--- src/rtl/alu_pipe.sv ---
// ============================================================================
//  Module   : alu_pipe
//  Purpose  : Handshaked, registered ALU. Takes one operation per valid/ready
//             transfer and returns the result with zero/carry/overflow/negative
//             flags on a valid/ready output. Single-cycle ops sustain one result
//             per clock; ALU_MUL is an iterative shift-add taking WIDTH+1
//             cycles.
//  Ports    : clk, reset (async, active-high)
//             in_valid / in_ready          : operation handshake
//             op1, op2, operation          : operands and opcode
//             out_valid / out_ready        : result handshake
//             result, zero, carry,
//             overflow, negative           : registered result and flags
//             busy                         : high while multiplying
//  Revision : 1.0 - initial release
// ============================================================================
`default_nettype none

// Opcode set of the original combinational ALU, extended with shifts and the
// iterative multiply. The 4-bit base leaves room for undefined encodings,
// which produce a zero result.
typedef enum logic [3:0] {
    ALU_ADD = 4'd0,
    ALU_SUB = 4'd1,
    ALU_AND = 4'd2,
    ALU_OR  = 4'd3,
    ALU_XOR = 4'd4,
    ALU_LT  = 4'd5,
    ALU_SLL = 4'd6,
    ALU_SRL = 4'd7,
    ALU_MUL = 4'd8
} alu_operation_t;

module alu_pipe #(
    parameter int WIDTH = 8
) (
    input  logic              clk,
    input  logic              reset,
    input  logic              in_valid,
    output logic              in_ready,
    input  logic [WIDTH-1:0]  op1,
    input  logic [WIDTH-1:0]  op2,
    input  alu_operation_t    operation,
    output logic              out_valid,
    input  logic              out_ready,
    output logic [WIDTH-1:0]  result,
    output logic              zero,
    output logic              carry,
    output logic              overflow,
    output logic              negative,
    output logic              busy
);

    // Counter must hold the value WIDTH itself.
    localparam int c_CW  = $clog2(WIDTH + 1);
    // Shift amount is compared against WIDTH in a width that cannot truncate.
    localparam int c_EXT = 33 - WIDTH;

    typedef enum logic [1:0] {
        S_IDLE = 2'd0,
        S_MUL  = 2'd1,
        S_DONE = 2'd2
    } state_t;

    state_t                 r_state;
    state_t                 w_state_nxt;

    logic [2*WIDTH-1:0]     r_mcand;
    logic [WIDTH-1:0]       r_mplier;
    logic [2*WIDTH-1:0]     r_acc;
    logic [c_CW-1:0]        r_cnt;

    logic [WIDTH-1:0]       r_result;
    logic                   r_zero;
    logic                   r_carry;
    logic                   r_overflow;
    logic                   r_negative;

    logic                   w_accept;
    logic                   w_is_mul;
    logic [WIDTH:0]         w_sum;
    logic [WIDTH:0]         w_diff;
    logic [32:0]            w_shamt_ext;
    logic                   w_shamt_big;
    logic [WIDTH-1:0]       w_res;
    logic                   w_carry;
    logic                   w_ovf;

    // ------------------------------------------------------------------------
    // Handshake
    // ------------------------------------------------------------------------
    assign in_ready  = (r_state == S_IDLE) || ((r_state == S_DONE) && out_ready);
    assign w_accept  = in_valid && in_ready;
    assign w_is_mul  = (operation == ALU_MUL);

    assign out_valid = (r_state == S_DONE);
    assign busy      = (r_state == S_MUL);
    assign result    = r_result;
    assign zero      = r_zero;
    assign carry     = r_carry;
    assign overflow  = r_overflow;
    assign negative  = r_negative;

    // ------------------------------------------------------------------------
    // Single-cycle arithmetic on the live inputs; registered on the accept edge
    // ------------------------------------------------------------------------
    assign w_sum       = {1'b0, op1} + {1'b0, op2};
    // MSB of the extended difference is the unsigned borrow (op1 < op2).
    assign w_diff      = {1'b0, op1} - {1'b0, op2};
    assign w_shamt_ext = {{c_EXT{1'b0}}, op2};
    assign w_shamt_big = (w_shamt_ext >= 33'(WIDTH));

    always_comb begin
        w_res   = '0;
        w_carry = 1'b0;
        w_ovf   = 1'b0;
        case (operation)
            ALU_ADD: begin
                w_res   = w_sum[WIDTH-1:0];
                w_carry = w_sum[WIDTH];
                w_ovf   = (op1[WIDTH-1] == op2[WIDTH-1]) &&
                          (w_sum[WIDTH-1] != op1[WIDTH-1]);
            end
            ALU_SUB: begin
                w_res   = w_diff[WIDTH-1:0];
                w_carry = w_diff[WIDTH];
                w_ovf   = (op1[WIDTH-1] != op2[WIDTH-1]) &&
                          (w_diff[WIDTH-1] != op1[WIDTH-1]);
            end
            ALU_AND: w_res = op1 & op2;
            ALU_OR:  w_res = op1 | op2;
            ALU_XOR: w_res = op1 ^ op2;
            ALU_LT:  w_res = {{(WIDTH-1){1'b0}}, w_diff[WIDTH]};
            ALU_SLL: w_res = w_shamt_big ? '0 : (op1 << op2);
            ALU_SRL: w_res = w_shamt_big ? '0 : (op1 >> op2);
            ALU_MUL: w_res = '0;    // handled by the iterative datapath
            default: w_res = '0;
        endcase
    end

    // ------------------------------------------------------------------------
    // FSM
    // ------------------------------------------------------------------------
    always_ff @(posedge clk or posedge reset) begin
        if (reset) begin
            r_state <= S_IDLE;
        end else begin
            r_state <= w_state_nxt;
        end
    end

    always_comb begin
        w_state_nxt = r_state;
        case (r_state)
            S_IDLE: begin
                if (w_accept) begin
                    w_state_nxt = w_is_mul ? S_MUL : S_DONE;
                end
            end
            S_MUL: begin
                if (r_cnt == '0) begin
                    w_state_nxt = S_DONE;
                end
            end
            S_DONE: begin
                if (out_ready) begin
                    if (in_valid) begin
                        w_state_nxt = w_is_mul ? S_MUL : S_DONE;
                    end else begin
                        w_state_nxt = S_IDLE;
                    end
                end
            end
            default: w_state_nxt = S_IDLE;
        endcase
    end

    // ------------------------------------------------------------------------
    // Datapath: result/flag registers and the shift-add multiplier
    // ------------------------------------------------------------------------
    always_ff @(posedge clk or posedge reset) begin
        if (reset) begin
            r_mcand    <= '0;
            r_mplier   <= '0;
            r_acc      <= '0;
            r_cnt      <= '0;
            r_result   <= '0;
            r_zero     <= 1'b0;
            r_carry    <= 1'b0;
            r_overflow <= 1'b0;
            r_negative <= 1'b0;
        end else if (w_accept) begin
            if (w_is_mul) begin
                r_mcand  <= {{WIDTH{1'b0}}, op1};
                r_mplier <= op2;
                r_acc    <= '0;
                r_cnt    <= c_CW'(WIDTH);
            end else begin
                r_result   <= w_res;
                r_zero     <= (w_res == '0);
                r_carry    <= w_carry;
                r_overflow <= w_ovf;
                r_negative <= w_res[WIDTH-1];
            end
        end else if (r_state == S_MUL) begin
            if (r_cnt != '0) begin
                if (r_mplier[0]) begin
                    r_acc <= r_acc + r_mcand;
                end
                r_mcand  <= r_mcand << 1;
                r_mplier <= r_mplier >> 1;
                r_cnt    <= r_cnt - c_CW'(1);
            end else begin
                // Counter exhausted: the accumulator holds the full product.
                r_result   <= r_acc[WIDTH-1:0];
                r_zero     <= (r_acc[WIDTH-1:0] == '0);
                r_carry    <= |r_acc[2*WIDTH-1:WIDTH];
                r_overflow <= 1'b0;
                r_negative <= r_acc[WIDTH-1];
            end
        end
    end

endmodule

`default_nettype wire

--- config.mk ---
export PLATFORM = sky130hd
export DESIGN_NAME = alu_pipe
export DESIGN_NICKNAME = d
export VERILOG_FILES = /design/src/rtl/alu_pipe.sv
export SDC_FILE = /design/constraint.sdc
export NUM_CORES = 1
export LEC_CHECK = 0
export ABC_AREA = 0
export BUFFER_PORTS_ARGS = -buffer_cell sky130_fd_sc_hd__buf_2
export CORE_UTILIZATION = 43
export DETAILED_ROUTE_END_ITERATION = 8
export SYNTH_ARGS = -nofsm -noshare
export SYNTH_HDL_FRONTEND = slang
export SYNTH_SLANG_ARGS = --single-unit
export TNS_END_PERCENT = 100
--- constraint.sdc ---
create_clock -name clk -period 5.35 [get_ports clk]
set_input_delay 1.07 -clock clk [delete_from_list [all_inputs] [get_ports clk]]
set_output_delay 1.07 -clock clk [all_outputs]
set_load 0.005 [all_outputs]
==> results of run 1 <==
[sequential cells by signal, summed over array words and instances (netlist names)]
| register | count |
|---|---|
| r_acc | 16 |
| overflow | 1 |
| result | 8 |
| zero | 1 |
| r_mcand | 16 |
| r_mplier | 8 |
| r_state | 2 |
| r_cnt | 4 |
| carry | 1 |
[cell usage after synthesis, types with 6 or more instances]
master / n
sky130_fd_sc_hd__a21oi_1: 25
sky130_fd_sc_hd__a31oi_1: 21
sky130_fd_sc_hd__and2_1: 6
sky130_fd_sc_hd__buf_2: 10
sky130_fd_sc_hd__clkbuf_1: 19
sky130_fd_sc_hd__dfrtp_1: 57
sky130_fd_sc_hd__ha_1: 43
sky130_fd_sc_hd__inv_1: 37
sky130_fd_sc_hd__mux2i_1: 9
sky130_fd_sc_hd__nand2_1: 96
sky130_fd_sc_hd__nand3_1: 21
sky130_fd_sc_hd__nor2_1: 47
sky130_fd_sc_hd__nor2b_1: 8
sky130_fd_sc_hd__nor3_1: 13
sky130_fd_sc_hd__nor4_1: 6
sky130_fd_sc_hd__o21ai_0: 41
sky130_fd_sc_hd__o21ai_1: 6
sky130_fd_sc_hd__o21bai_1: 6
sky130_fd_sc_hd__xnor2_1: 7
sky130_fd_sc_hd__xor2_1: 10
[tightest hold or removal path, stage by stage (launching register included)]
cell                      delay, ns
sky130_fd_sc_hd__dfrtp_1       0.34
sky130_fd_sc_hd__nand2_1       0.05
sky130_fd_sc_hd__o21ai_0       0.06
[power by group]
part	switching (mW)	internal [mW]
sequential	0.140	0.588
clock	0.185	0.228
combinational	0.514	0.396
total	0.839	1.21
[cell families (layout without fill, tap and decap cells)]
logic type,count (synthesis),after routing,share of synthesized area
AO/OA/AOI/OAI,166,166,0.234
flip-flops,57,57,0.297
AND/OR/NAND/NOR,219,219,0.212
multiplexers,14,14,0.0422
buffers and inverters,69,95,0.0596
XOR/XNOR,17,17,0.0310
adder cells (fa/ha/maj),46,46,0.124
[cell type report]
class                      instances  area [µm²]  share of cell area
clock inverter                     4        52.6              0.0100
tap                              140         175              0.0334
clock buffer                      12         145              0.0276
inverter                          37         139              0.0264
timing repair buffer              42         220              0.0419
sequential                        57        1430               0.272
multi-input combinational        462        3090               0.589
[layer usage]
layer | vias to the layer above | routed length [µm] | GRT usage
met4 | 0 | 166 | 0.0646
li1 | 2146 | - | -
met5 | - | 0 | 0
met1 | 2150 | 6490 | 0.341
met3 | 14 | 764 | 0.0406
met2 | 152 | 6060 | 0.392
[final timing paths]
kind	from	cells past startpoint	slack (ns)	endpoint
max in group asynchronous	reset	3	3.92	result[2]
setup / recovery	op2[0]	13	1.78	zero
setup reg to reg	r_cnt[0]	7	2.39	r_mplier[4]
hold / removal	result[3]	2	0.48	result[3]
hold reg to reg	result[3]	2	0.48	result[3]
min in group asynchronous	reset	3	0.93	r_cnt[3]
[through the flow]
step | power, mW | utilization | area, µm² | hold slack [ns]
floorplan | 1.40 | - | 4810 | 0.457
global placement | 1.62 | 0.464 | 5050 | 0.464
detailed placement | 1.64 | 0.464 | 5050 | 0.471
CTS | 2.06 | 0.482 | 5250 | 0.485
global route | 2.23 | 0.482 | 5250 | 0.515
finish | 2.05 | 0.482 | 5250 | 0.478
==> flow_summary.yaml, run 1 <==
floorplanning:
  core.rowCount: 38
  die_height_um: 108
  starting_utilization_of_the_core_area: 0.441
  io-pin-count: 39
  die_width_um: 108
  core_area_um2: 10900
  design.die.area_um2: 11600
clock_tree:
  post_cts.repair.setup_buffers: 0
  numCtsBuffers: 9
  cts_repair_resize_count: 0
  cts_buffer_depth: 2
  clk-insertion-delay-late_ns: 0.34
  clock_tree_from_tritoncts: "built"
  clk_transition_reported_paths_ns: 0.07
  clock_sink_count: 57
  postCtsHoldBufs: 0
  clk_tree_root_cell: "sky130_fd_sc_hd__clkbuf_8"
  cts_htree_levels: 3
detailed_routing:
  detail_route.iter0.violations: 290
  first_pass_iters: 5
  vias: 4462
  drt-total-wl_mm: 13.5
  drc_errors: 0
  post_drt_wl_per_cell_um: 17.9
  drtAntennaViolNets: 0
  drt-vias-per-instance: 5.92
worst_setup_path:
  ws_path_type: "in -> reg"
  critical_path.max_fanout: 23
  cpLargestDelayFamily: "compound AO/OA/AOI/OAI gates"
  cp_cell_sequence: "buf_2, ha_1, inv_1, fa_1, inv_1, o21ai_0, a21oi_1, o31a_1, o21bai_1, a21oi_1, a311o_1, nor4_1, a211o_1"
  worstPathBufferInverterCount: 3
  critical_path.endpoint_type: "register"
  setup.worst_path.start_class: "input port"
  critPathArrivalTime_ns: 3.79
  worstPathRequired_ns: 5.58
  critPathMaxStageDelay_ns: 0.39
  cp_slowest_cell: "sky130_fd_sc_hd__buf_2"
global_routing:
  pin_count_of_the_biggest_net_entering_global_routing: 58
  vias_in_the_first_global_route: 4328
  grt_overflow: 0
  antenna_found_initial: 0
  globalRouteTotalUtil: 0.245
  grt_first_pass_wirelength_mm: 22.0
logic_synthesis:
  asyncSetResetFlopFracSynth: 1.00
  synth_cell_types: 65
  syn_avg_cell_area_um2: 8.17
  synthCells: 588
  ys_seq_area_frac: 0.297
  synth-edff-count: 0
  yosys.area.top_type_share: 0.297
  synth.area.top_cells: "sky130_fd_sc_hd__dfrtp_1 (30%), sky130_fd_sc_hd__ha_1 (11%), sky130_fd_sc_hd__nand2_1 (7.5%)"
  synth_largest_area_cell: "sky130_fd_sc_hd__dfrtp_1"
  synth-seq-cells: 57
  mappedNetlistArea_um2: 4810
  yosys_most_used_dff: "sky130_fd_sc_hd__dfrtp_1"
  yosys_warnings: 0
  synth_nets: 658
layout:
  layout.cells.most_common: "sky130_fd_sc_hd__nand2_1"
  fillerInstances: 1058
  n_antenna_cell: 0
  layout_area_overhead_pct: 9.27
  finish.net_count: 679
  final_layout_size_suffix_gt1_frac: 0.121
  mostFrequentLayoutCells: "sky130_fd_sc_hd__nand2_1 (96), sky130_fd_sc_hd__dfrtp_1 (57), sky130_fd_sc_hd__nor2_1 (47), sky130_fd_sc_hd__ha_1 (43), sky130_fd_sc_hd__o21ai_0 (41)"
  finalNonFillerCells: 754
sta:
  final_setup_skew_ns: 0.0147
  highest_clock_rate_mhz: 280
  report.final.hold_viol_count: 0
  clock_period_minus_worst_slack_ns: 3.57
  setup_repair_after_global_routing_missed_its_margin: "false"
  setup-tns-final_ns: 0
  min_period_over_period: 0.667
  slew_of_the_pin_with_the_lowest_slew_margin_ns: 1.19
  drv_slew: 0
  worst_slack_setup_final_ns: 1.78
  slew-limit-headroom: 0.206
  setup_viol: 0
power:
  power_density_nw_per_um2: 391
  irDropWorstVdd_mv: 0.160
  static-leakage-power_nw: 2.43
place:
  io_buffers: 38
  post-place-cells: 738
  finalWeightedCongestion: 0.913
  detailedPlace.worstSlack_ns: 1.47
  hpwl_mm: 9.94
worst_hold_path:
  hold_class: "reg -> reg"
status:
  outcome: "completed"
flow_run:
  max_cap_violations: 0
(Power assumes the default switching activity.)
==> inputs of run 2 (changes only) <==
Clock period 5.35 ns to 3.7 ns, I/O delays scaled along.
==> run 2 against run 1 <==
  * First-iteration DRC count is 34% higher
  * Cell count is 1.3% higher
  * Hold slack better by 0.0031 ns
  * Sequential share of layout area is 0.35 points lower
  * Highest routed layer unchanged
  * Core utilization is 0.63 points higher
  * Worst setup slack worse by 1.1 ns
  * Critical endpoint unchanged
  * Largest cell class unchanged
  * Register-to-register slack worse by 1.6 ns
==> flow_summary.yaml, run 2 (synthesized netlist as in run 1, its figures left out) <==
worst_setup_path:
  critPathArrivalTime_ns: 3.29
  worstPathBufferInverterCount: 2
  reg2reg_slack_ns: 0.79
  worstPathRequired_ns: 3.93
  worstSetupPathDepth: 11
  cpLargestDelayFamily: "compound AO/OA/AOI/OAI gates"
  critical_path.max_fanout: 11
  rr_worst_depth: 12
  critPathMaxStageDelay_ns: 0.43
  critical_path.endpoint_type: "register"
  cp_slowest_cell: "sky130_fd_sc_hd__or4_1"
  cp_cell_sequence: "buf_2, inv_1, ha_1, and3_1, a221o_1, or4_1, a21oi_1, a211oi_1, o21ai_1, nor4_1, a211o_1"
  setup.worst_path.start_class: "input port"
  ws_path_type: "in -> reg"
clock_tree:
  post_cts.repair.setup_buffers: 0
  clk-insertion-delay-late_ns: 0.35
  cts_htree_levels: 3
  clk_transition_reported_paths_ns: 0.06
  cts_repair_resize_count: 0
  postCtsHoldBufs: 0
  clock_tree_from_tritoncts: "built"
  numCtsBuffers: 9
  cts_buffer_depth: 2
  clock_sink_count: 57
  clk_tree_root_cell: "sky130_fd_sc_hd__clkbuf_8"
global_routing:
  globalRouteTotalUtil: 0.252
  global_route.usage.met1: 0.344
  grt_overflow: 0
  globalRouteMet2Util: 0.404
  grt_first_pass_wirelength_mm: 22.3
  pin_count_of_the_biggest_net_entering_global_routing: 32
  most_congested_layer_reported_by_global_routing: "met2"
  grt_util_met3: 0.0381
  vias_in_the_first_global_route: 4250
  antenna_found_initial: 0
sta:
  report.final.hold_viol_count: 0
  slew-limit-headroom: 0.187
  setup_viol: 0
  setup-tns-final_ns: 0
  highest_clock_rate_mhz: 327
  final_setup_skew_ns: 0.0118
  clock_period_minus_worst_slack_ns: 3.06
  drv_slew: 0
  slew_of_the_pin_with_the_lowest_slew_margin_ns: 1.21
  worst_slack_setup_final_ns: 0.640
  setup_repair_after_global_routing_missed_its_margin: "false"
  min_period_over_period: 0.827
layout:
  final_layout_size_suffix_gt1_frac: 0.138
  layout_area_overhead_pct: 10.7
  fillerInstances: 1060
  finalInstanceArea_um2: 5320
  finish.net_count: 690
  layout.cells.most_common: "sky130_fd_sc_hd__nand2_1"
  n_antenna_cell: 0
  mostFrequentLayoutCells: "sky130_fd_sc_hd__nand2_1 (96), sky130_fd_sc_hd__dfrtp_1 (57), sky130_fd_sc_hd__nor2_1 (47), sky130_fd_sc_hd__ha_1 (43), sky130_fd_sc_hd__o21ai_0 (41)"
  final_util: 0.489
  reg_top3: "r_acc (16), r_mcand (16)"
place:
  detailedPlace.worstSlack_ns: 0.323
  hpwl_mm: 10.7
  io_buffers: 38
  dp_area_um2: 5140
  finalWeightedCongestion: 0.902
floorplanning:
  die_height_um: 108
  design.die.area_um2: 11600
  die_width_um: 108
  starting_utilization_of_the_core_area: 0.441
  core_area_um2: 10900
  io-pin-count: 39
  core.rowCount: 38
detailed_routing:
  detail_route.iter0.violations: 389
  drt-total-wl_mm: 13.9
  drtAntennaViolNets: 0
  drt-vias-per-instance: 5.88
  first_pass_iters: 5
  vias: 4495
  drc_errors: 0
  post_drt_wl_per_cell_um: 18.2
power:
  power_density_nw_per_um2: 552
  irDropWorstVdd_mv: 0.243
  static-leakage-power_nw: 2.49
  finalPower_mw: 2.94
flow_run:
  max_cap_violations: 0
status:
  outcome: "completed"
worst_hold_path:
  hold_path_cell_cnt: 2
  hold_class: "reg -> reg"
## run 2: stage by stage
stage                     hold slack, ns  std cells
after floorplan                    0.457        588
after global placement             0.462        749
after detailed placement           0.469        749
after CTS                          0.485        764
after global routing               0.501        764
final                              0.481        764
## run 2: where the power goes
part,internal (mW),total (mW),switching [mW]
combinational,0.578,1.32,0.741
clock,0.303,0.564,0.261
sequential,0.851,1.06,0.205
total,1.73,2.94,1.21
## run 2: path summary, 6_finish.rpt
| check | from | to |
|---|---|---|
| min | result[4] | result[4] |
| min in group asynchronous | reset | r_acc[12] |
| min reg2reg | result[4] | result[4] |
| max | op1[3] | zero |
| max reg2reg | r_mcand[0] | r_acc[14] |
| max in group asynchronous | reset | r_mcand[10] |
## run 2: tightest hold or removal path: stages, from the launching register on
cell and delay [ns]:
sky130_fd_sc_hd__dfrtp_1 0.33, sky130_fd_sc_hd__nand2_1 0.04, sky130_fd_sc_hd__o21ai_0 0.06
## run 2: area by class of cell
type,instances,area [µm²],area share
repair buffers,53,303,0.0569
clock buffers,9,124,0.0233
clock inverters,6,60.1,0.0113
flip-flops and latches,57,1430,0.268
multi-input cells,462,3090,0.581
well taps,140,175,0.0329
inverters,37,139,0.0261
## run 2: per-layer routing
metal / up-vias / part of all wire
met2: 139 / 0.46
met3: 21 / 0.053
li1: 2176 / -
met1: 2159 / 0.47
met5: - / 0
met4: 0 / 0.020
==> inputs of run 3 (changes only) <==
Clock period 3.7 ns to 2.5 ns, I/O delays scaled along.
==> run 3 against run 2 <==
  * Sequential share of layout area is 5.5 points lower
  * Total power is 78% higher
  * The flow now finishes with violations (setup timing)
  * Non-clock buffer count is 124 higher
  * Worst setup slack worse by 0.74 ns
  * Hold slack worse by 0.40 ns
  * Combinational power is 110% higher
  * Die area stayed put
  * Highest routed layer unchanged
  * Core utilization is 13 points higher
  * Via count is 11% higher
  * Clock power is 68% higher
==> flow_summary.yaml, run 3 (synthesized netlist as in run 1, its figures left out) <==
detailed_routing:
  drc_errors: 0
  first_pass_iters: 5
  detail_route.iter0.violations: 357
  drt-total-wl_mm: 15.7
  vias: 4984
  drt-vias-per-instance: 5.61
  drtAntennaViolNets: 0
  post_drt_wl_per_cell_um: 17.7
layout:
  layout.cells.most_common: "sky130_fd_sc_hd__buf_4"
  mostFrequentLayoutCells: "sky130_fd_sc_hd__buf_4 (135), sky130_fd_sc_hd__nand2_1 (96), sky130_fd_sc_hd__dfrtp_1 (57), sky130_fd_sc_hd__nor2_1 (45), sky130_fd_sc_hd__o21ai_0 (34)"
  reg_top3: "r_acc (16), r_mcand (16)"
  final_layout_size_suffix_gt1_frac: 0.356
  n_antenna_cell: 0
  layout_area_overhead_pct: 39.1
  finish.net_count: 814
  fillerInstances: 973
  finalNonFillerCells: 888
worst_setup_path:
  critPathMaxStageDelay_ns: 0.42
  cpLargestDelayFamily: "compound AO/OA/AOI/OAI gates"
  cp_cell_sequence: "ha_4, a211oi_4, o21ai_2, a311o_1, o311a_1, o31a_1, nor2_2, xor2_1, o211ai_1, o31ai_1"
  cp_slowest_cell: "sky130_fd_sc_hd__dfrtp_1"
  worstPathBufferInverterCount: 0
  worstPathRequired_ns: 2.72
  ws_path_type: "reg -> reg"
  critical_path.max_fanout: 2
  rr_worst_depth: 10
  worstSetupPathDepth: 10
  setup.worst_path.start_class: "register"
  critical_path.endpoint_type: "register"
  critPathArrivalTime_ns: 2.82
sta:
  setup_viol: 2
  setup-tns-final_ns: -0.0991
  hold_slack_ns: 0.0855
  worst_slack_setup_final_ns: -0.0968
  slew_of_the_pin_with_the_lowest_slew_margin_ns: 0.712
  drv_slew: 0
  slew-limit-headroom: 0.525
  final_setup_skew_ns: 0.0129
  clock_period_minus_worst_slack_ns: 2.60
  min_period_over_period: 1.04
  setup_repair_after_global_routing_missed_its_margin: "true"
  report.final.hold_viol_count: 0
  highest_clock_rate_mhz: 385
floorplanning:
  core_area_um2: 10900
  die_height_um: 108
  starting_utilization_of_the_core_area: 0.441
  io-pin-count: 39
  core.rowCount: 38
  die_width_um: 108
  design.die.area_um2: 11600
clock_tree:
  postCtsHoldBufs: 0
  clock_tree_from_tritoncts: "built"
  clock_sink_count: 57
  cts_buffer_depth: 2
  clk-insertion-delay-late_ns: 0.35
  numCtsBuffers: 9
  cts_htree_levels: 3
  clk_tree_root_cell: "sky130_fd_sc_hd__clkbuf_8"
  clk_transition_reported_paths_ns: 0.07
global_routing:
  vias_in_the_first_global_route: 4894
  globalRouteTotalUtil: 0.283
  antenna_found_initial: 0
  pin_count_of_the_biggest_net_entering_global_routing: 47
  grt_first_pass_wirelength_mm: 25.0
  grt_overflow: 0
power:
  power_density_nw_per_um2: 784
  finalPower_mw: 5.24
  irDropWorstVdd_mv: 0.524
  static-leakage-power_nw: 3.16
place:
  finalWeightedCongestion: 0.938
  post-place-cells: 866
  io_buffers: 38
  hpwl_mm: 12.2
status:
  outcome: "complete, but fails checks"
  violations: "setup timing"
flow_run:
  max_cap_violations: 0
worst_hold_path:
  hold_class: "in -> async"
-- run 3: cell count changes in the layout (fill, tap and decap cells not counted), sizes merged --
cell	delta
buf	+124
clkbuf	+4
clkinv	-2
clkinvlp	-2
-- run 3: timing repair --
| item | in CTS | in global routing |
|---|---|---|
| gates resized for setup | 22 | 62 |
| setup endpoints to repair | 8 | 12 |
| pin swaps | 18 | 32 |
| setup buffers | 1 | 6 |
| hold endpoints to repair | 0 | 0 |
-- run 3: power breakdown --
part           total [mW]  internal (mW)  switching (mW)
Combinational        2.77           1.38            1.38
Clock               0.950          0.562           0.388
Sequential           1.52           1.26           0.265
Total                5.24           3.21            2.04
-- run 3: stage by stage --
step | utilization | setup WS [ns] | area, µm²
after floorplan | - | -0.352 | 4880
final | 0.614 | -0.0968 | 6690
after CTS | 0.586 | -0.139 | 6380
after global routing | 0.614 | -0.207 | 6690
after global placement | 0.557 | -0.444 | 6070
after detailed placement | 0.557 | -0.478 | 6070
-- run 3: final timing paths --
kind | from | to | slack, ns
max | r_mcand[1] | r_acc[15] | -0.1
min | reset | r_state[1] | 0.09
max reg2reg | r_mcand[1] | r_acc[15] | -0.1
min reg2reg | result[2] | result[2] | 0.49
max in group asynchronous | reset | r_mplier[0] | 1.88
min in group clk | out_ready | r_state[1] | 0.46
-- run 3: layout make-up --
class | instances | area, µm² | area share
Clock buffer | 13 | 179 | 0.0268
Clock inverter | 2 | 35.0 | 0.00524
Inverter | 37 | 151 | 0.0226
Multi-Input combinational cell | 462 | 3400 | 0.509
Sequential cell | 57 | 1430 | 0.213
Tap cell | 140 | 175 | 0.0262
Timing Repair Buffer | 177 | 1310 | 0.197
-- run 3: per-layer routing --
metal | GRT usage | routed length [µm]
met1 | 0.385 | 7240
met2 | 0.453 | 7450
met3 | 0.0436 | 709
met4 | 0.101 | 285
met5 | 0 | 0
-- run 3: worst register-to-register path, cell delays in order (launching register included) --
cell and delay, ns:
sky130_fd_sc_hd__dfrtp_1 0.42, sky130_fd_sc_hd__ha_4 0.26, sky130_fd_sc_hd__a211oi_4 0.25, sky130_fd_sc_hd__o21ai_2 0.09, sky130_fd_sc_hd__a311o_1 0.40, sky130_fd_sc_hd__o311a_1 0.32
sky130_fd_sc_hd__o31a_1 0.29, sky130_fd_sc_hd__nor2_2 0.10, sky130_fd_sc_hd__xor2_1 0.08, sky130_fd_sc_hd__o211ai_1 0.16, sky130_fd_sc_hd__o31ai_1 0.09
